## src/rtl/lane_bus_deserializer_pkg.sv

```systemverilog
// Shared types and constants for the multi-lane bus deserializer.
package lane_deser_pkg;

  // Framing state: hunting for the sync word on lane 0, or word-aligned.
  typedef enum logic {
    HUNT   = 1'b0,
    LOCKED = 1'b1
  } deser_state_t;

  // Default alignment pattern expected on lane 0.
  localparam logic [7:0] DEFAULT_SYNC_WORD = 8'hBC;

  // Width of the optional status counters.
  localparam int STAT_W = 16;

endpackage

```

## src/rtl/lane_bus_deserializer_shift_reg.sv

```systemverilog
// Per-lane serial shifter. MSB_FIRST selects whether the first received bit
// ends up in the word MSB (left shift) or in the word LSB (right shift).
// next_sr is the post-shift value so the framing logic can match and capture
// a word on the same edge that samples its last bit.
module lane_shift_reg #(
  parameter int DATA_WIDTH = 8,
  parameter bit MSB_FIRST  = 1'b1
) (
  input  logic                  clk,
  input  logic                  rst,
  input  logic                  shift_en,
  input  logic                  clear,
  input  logic                  bit_in,
  output logic [DATA_WIDTH-1:0] next_sr
);

  logic [DATA_WIDTH-1:0] sr;

  // Post-shift value for the selected bit order.
  always_comb begin
    if (MSB_FIRST) begin
      next_sr = {sr[DATA_WIDTH-2:0], bit_in};
    end else begin
      next_sr = {bit_in, sr[DATA_WIDTH-1:1]};
    end
  end

  // Shift register: cleared by reset or resync, advances on enabled edges.
  always_ff @(posedge clk) begin
    if (!rst) begin
      sr <= '0;
    end else if (clear) begin
      sr <= '0;
    end else if (shift_en) begin
      sr <= next_sr;
    end
  end

endmodule

```

## src/rtl/lane_bus_deserializer.sv

```systemverilog
// Multi-lane serial-to-parallel converter. All lanes shift in lock-step;
// word boundaries come from SYNC_WORD detected on lane 0. Completed words go
// out through a single-entry holding register on a valid/ready interface;
// a word completing while the held word is still unconsumed is dropped and
// reported on overflow.
// Optional build macro: LANE_DESER_STATUS_EN adds saturating word_cnt and
// drop_cnt status outputs.
module lane_bus_deserializer
  import lane_deser_pkg::*;
#(
  parameter int                    DATA_WIDTH = 8,
  parameter int                    LANES      = 2,
  parameter logic [DATA_WIDTH-1:0] SYNC_WORD  = DATA_WIDTH'(DEFAULT_SYNC_WORD),
  parameter int                    MSB_FIRST  = 1
) (
  input  logic                          clk,
  input  logic                          rst,
  input  logic                          enable,
  input  logic                          resync,
  input  logic [LANES-1:0]              serial_in,
  output logic [LANES*DATA_WIDTH-1:0]   out_data,
  output logic                          out_valid,
  input  logic                          out_ready,
  output logic                          locked,
`ifdef LANE_DESER_STATUS_EN
  output logic [STAT_W-1:0]             word_cnt,
  output logic [STAT_W-1:0]             drop_cnt,
`endif
  output logic                          overflow
);

  localparam int              CW       = $clog2(DATA_WIDTH);
  localparam logic [CW-1:0]   CNT_LAST = CW'(DATA_WIDTH - 1);

  deser_state_t state_q, state_nxt;
  logic [CW-1:0] cnt_q, cnt_nxt;
  logic [LANES-1:0][DATA_WIDTH-1:0] next_sr_all;
  logic word_done;
  logic consume;
  logic load;
  logic drop;
  logic out_valid_nxt;

  for (genvar l = 0; l < LANES; l++) begin : g_lane
    lane_shift_reg #(
      .DATA_WIDTH (DATA_WIDTH),
      .MSB_FIRST  (MSB_FIRST != 0)
    ) u_lane (
      .clk      (clk),
      .rst      (rst),
      .shift_en (enable),
      .clear    (resync),
      .bit_in   (serial_in[l]),
      .next_sr  (next_sr_all[l])
    );
  end

  // Framing next-state and bit counter; resync overrides any word completion.
  always_comb begin
    state_nxt = state_q;
    cnt_nxt   = cnt_q;
    word_done = 1'b0;
    if (resync) begin
      state_nxt = HUNT;
      cnt_nxt   = '0;
    end else if (enable) begin
      case (state_q)
        HUNT: begin
          if (next_sr_all[0] == SYNC_WORD) begin
            state_nxt = LOCKED;
            cnt_nxt   = '0;
          end
        end
        LOCKED: begin
          if (cnt_q == CNT_LAST) begin
            cnt_nxt   = '0;
            word_done = 1'b1;
          end else begin
            cnt_nxt = cnt_q + 1'b1;
          end
        end
        default: begin
          state_nxt = HUNT;
          cnt_nxt   = '0;
        end
      endcase
    end
  end

  // Holding-register handshake: load when empty or draining this cycle.
  always_comb begin
    consume       = out_valid && out_ready;
    load          = word_done && (!out_valid || out_ready);
    drop          = word_done && out_valid && !out_ready;
    out_valid_nxt = out_valid;
    if (load) begin
      out_valid_nxt = 1'b1;
    end else if (consume) begin
      out_valid_nxt = 1'b0;
    end
  end

  // Framing state, counter, holding register and overflow pulse.
  always_ff @(posedge clk) begin
    if (!rst) begin
      state_q   <= HUNT;
      cnt_q     <= '0;
      out_data  <= '0;
      out_valid <= 1'b0;
      overflow  <= 1'b0;
    end else begin
      state_q   <= state_nxt;
      cnt_q     <= cnt_nxt;
      out_valid <= out_valid_nxt;
      overflow  <= drop;
      if (load) begin
        out_data <= next_sr_all;
      end
    end
  end

  assign locked = (state_q == LOCKED);

`ifdef LANE_DESER_STATUS_EN
  // Increment that sticks at all-ones instead of wrapping.
  function automatic logic [STAT_W-1:0] sat_inc(input logic [STAT_W-1:0] v);
    return (v == {STAT_W{1'b1}}) ? v : v + 1'b1;
  endfunction

  // Status counters: words accepted into the holding register and words dropped.
  always_ff @(posedge clk) begin
    if (!rst) begin
      word_cnt <= '0;
      drop_cnt <= '0;
    end else begin
      if (load) begin
        word_cnt <= sat_inc(word_cnt);
      end
      if (drop) begin
        drop_cnt <= sat_inc(drop_cnt);
      end
    end
  end
`endif

endmodule

```

## config.mk

```make
export PLATFORM = sky130hd
export DESIGN_NAME = lane_bus_deserializer
export DESIGN_NICKNAME = d
export VERILOG_FILES = /design/src/rtl/lane_bus_deserializer_pkg.sv /design/src/rtl/lane_bus_deserializer_shift_reg.sv /design/src/rtl/lane_bus_deserializer.sv
export SDC_FILE = /design/constraint.sdc
export NUM_CORES = 1
export LEC_CHECK = 0
export CAP_MARGIN = 0
export CELL_PAD_IN_SITES_DETAIL_PLACEMENT = 2
export CELL_PAD_IN_SITES_GLOBAL_PLACEMENT = 2
export CORE_MARGIN = 3
export CORE_UTILIZATION = 34
export CTS_CLUSTER_SIZE = 20
export DETAILED_ROUTE_END_ITERATION = 10
export GPL_ROUTABILITY_DRIVEN = 0
export PLACE_DENSITY_LB_ADDON = 0.1
export RECOVER_POWER = 25
export SYNTH_ARGS = -nofsm -noshare
export SYNTH_HDL_FRONTEND = slang
export SYNTH_SLANG_ARGS = --single-unit
export TNS_END_PERCENT = 20
```

## constraint.sdc

```tcl
create_clock -name clk -period 4.2 [get_ports clk]
set_input_delay 1.26 -clock clk [delete_from_list [all_inputs] [get_ports clk]]
set_output_delay 1.26 -clock clk [all_outputs]
set_load 0.01 [all_outputs]
```

==> impl_results.rst <==
.. list-table::
   :header-rows: 1

   * - Metric
     - Value
   * - Clock buffers created by TritonCTS
     - 5
   * - Synthesized netlist net count
     - 159
   * - Combinational power share
     - 0.040
   * - Unrepaired setup endpoints after global routing
     - false
   * - Fin. max-slew vios
     - 0
   * - Total wirelength of the detailed-routed design
     - 3610 um
   * - CP arrival
     - 3.05 ns
   * - Insertion delay to the later sink of the worst-skew pair
     - roughly 0.29 ns
   * - Post-layout util
     - 0.449
   * - Final net count
     - 184
   * - Share of Yosys cell area claimed by the top area cell type
     - 0.484
   * - Clock tree from TritonCTS
     - built
   * - Vert. Die Dim
     - 72.2 um
   * - Die Wd
     - 72.2 um
   * - Clock period minus final worst setup slack
     - 2.83 ns
   * - Rel. slew slack
     - 0.535
   * - Sort of element at the start of the critical path
     - input port
   * - Power density relative to cell area
     - between 300 and 400 nW/um^2
   * - Via density per instance
     - 4.99
   * - Wire length of the first global-routing pass
     - 6250 um
   * - Gr usage total
     - 0.159
   * - Reg-to-reg slack, setup
     - 2.43 ns
   * - Final design instance area without fill
     - 1850 um^2
   * - Fraction of final layout cells with drive strength greater than 1
     - 0.0568
   * - Worst Clk Skew
     - between 0.007 and 0.008 ns
   * - Count of max-cap constraint violations
     - 0
   * - Number of vias in the routed layout
     - about 1100
   * - Count of endpoints failing setup in the final report
     - 0
   * - Largest fanout on the critical path
     - 21
   * - Post-Synthesis Cells
     - 150
   * - Classification of the worst-slack hold path
     - flop to flop
   * - Post-synthesis async set-or-reset flop share
     - 0
   * - Final period util
     - 0.673
   * - Critical path required time
     - 4.42 ns
   * - Switching share of power
     - 0.215
   * - Switching power summed over all nets
     - 145 uW
   * - Number of routed nets with antenna violations
     - 0
   * - Beginning of the critical path
     - enable
   * - IO Port Bufs
     - 25
   * - Number of enable flip-flop cells after synthesis
     - 0
   * - Cell-internal power
     - 529 uW
   * - P_leak
     - 0.000687 uW
   * - Dpl cell area
     - 1750 um^2
   * - Overflow after GRT
     - 0
   * - Netlist Area Pre-Place
     - 1490 um^2
   * - Count of TritonRoute iterations in the first routing pass
     - 4
   * - Half-perimeter wire length after placement
     - 2420 um
   * - Number of antenna violations at the first check in global routing
     - 0
   * - Dominant synthesized flop cell
     - dfxtp_1
   * - Area growth, synth to finish
     - 23.9%
   * - Hold violation count in the final report
     - 0
   * - Post-CTS setup repair buffer count
     - 0
   * - Maximum number of pins on one net before global-route repair
     - 37
   * - Resized Gates After CTS
     - 0
   * - Critical path endpoint category
     - flop
   * - Clock Pin Slew Worst Setup and Hold Paths
     - around 0.080 ns
   * - Clock buffer depth
     - 2
   * - Mean cell area of the mapped netlist
     - between 9 and 10 um^2
   * - Share of power burned in the clock network
     - 0.452
   * - Initial core utilization
     - 0.362
   * - Num ports
     - 26
   * - Number of placement rows
     - 23
   * - Launch point of the worst hold path
     - out_data[11]$_SDFFE_PN0P_
   * - Largest area contributor in the synthesized netlist
     - dfxtp_1
   * - Clk root buf
     - clkbuf_8
   * - WL/cell
     - 16.0 um
   * - Commonest cells in the netlist
     - dfxtp_1 (36), nand2_1 (35), mux2i_1 (31)
   * - DRC
     - 0
   * - Antenna diode instance count
     - 0
   * - Core Box Area
     - slightly above 4000 um^2
   * - Register area share after synthesis
     - 0.484
   * - Max rail drop VDD
     - 0.168 mV
   * - H-Tree Depth
     - 2
   * - RR Startpoint
     - cnt_q[0]$_SDFFE_PP0P_
   * - FMAX
     - 354 MHz
   * - Initial DRC count
     - 70
   * - Number of library cell types mapped by synthesis
     - 23
   * - Relative contribution of sequential cells to total power
     - 0.508
   * - Die Footprint
     - ~5200 um^2
   * - Hold slack
     - 0.461 ns
   * - Instance count after placement with tap cells included
     - 218
   * - Count of filler cells inserted in the layout
     - 454
   * - Via count of the first global-routing pass
     - ~1300
   * - Top-count cell post-synth
     - dfxtp_1
   * - Post-layout instance count excluding filler cells
     - 226
   * - CTS Sinks
     - 36
   * - Synth top area cells
     - dfxtp_1 (48%), mux2i_1 (21%), nand2_1 (8.8%)
   * - Worst Setup Path Type
     - input port to flop
   * - Count of warnings emitted by yosys
     - 0
   * - Synthesized flop and latch total
     - 36
   * - Outcome
     - completed
   * - Worst slew pin tran
     - 0.698 ns
   * - Number of hold-repair buffers added at the cts stage
     - 0
   * - Total negative slack
     - 0 ns
-- cells by family after synthesis --
group,after synthesis,synth area share
adder cells (fa/ha/maj),2,0.0168
AO/OA/AOI/OAI,7,0.0311
flip-flops,36,0.484
multiplexers,31,0.208
buffers and inverters,9,0.0428
AND/OR/NAND/NOR,65,0.217
-- power by group through the flow --
| stage | logic, uW | registers (uW) | clock network (uW) |
|---|---|---|---|
| 2_1_floorplan | 18.3 | 350 | 0 |
| 3_3_place_gp | 26.8 | 351 | 0 |
| 3_5_place_dp | 27.8 | 351 | 0 |
| 4_1_cts | 28.0 | 343 | 316 |
| 5_1_grt | 29.6 | 343 | 334 |
| 6_report | 26.8 | 343 | 305 |
-- final cells by class --
cell class | instances | area (um^2) | area share
clock buffers | 6 | 72.6 | 0.0393
clock inverters | 2 | 35.0 | 0.0190
multi-input cells | 105 | 691 | 0.374
flip-flops and latches | 36 | 721 | 0.390
well taps | 50 | 62.6 | 0.0339
repair buffers | 27 | 265 | 0.144
-- critical path: stages --
cell and delay (ns):
clkdlybuf4s50_1 0.46, buf_4 0.31, nand4b_1 0.34, nor2_8 0.44, mux2i_1 0.23
-- state kept, by name, summed over array words and instances (netlist names) --
register          flops
locked                1
overflow              1
out_data             16
g_lane.u_lane.sr     14
cnt_q                 3
out_valid             1
-- layout by cell type (no fill, tap or decap), types with 3 or more instances in the layout --
| master | count |
|---|---|
| dfxtp_1 | 36 |
| nand2_1 | 35 |
| mux2i_1 | 31 |
| nor2_1 | 16 |
| clkdlybuf4s50_1 | 14 |
| dlygate4sd3_1 | 11 |
| clkbuf_8 | 5 |
| nor2b_1 | 3 |
| nand3b_1 | 3 |
| o22ai_1 | 3 |
-- through the flow --
stage,power [uW],setup slack (ns)
2_1_floorplan,369,2.14
3_3_place_gp,377,1.30
3_5_place_dp,378,1.24
4_1_cts,687,1.50
5_1_grt,706,1.26
6_report,674,1.37
-- worst paths after layout --
path | cells past startpoint | end
hold / removal | 2 | out_data[11]$_SDFFE_PN0P_
hold reg to reg | 2 | out_data[11]$_SDFFE_PN0P_
setup / recovery | 5 | out_data[1]$_SDFFE_PN0P_
setup reg to reg | 5 | out_data[1]$_SDFFE_PN0P_
-- routing by layer --
layer / global-route usage / routed length [um] / share of wire / vias up
li1: - / - / - / 553
met1: 0.176 / 1600 / 0.44 / 553
met2: 0.276 / 1820 / 0.50 / 14
met3: 0.0360 / 101 / 0.028 / 7
met4: 0.0939 / 88 / 0.024 / 0
met5: 0 / 0 / 0 / -
(Power assumes the default switching activity.)
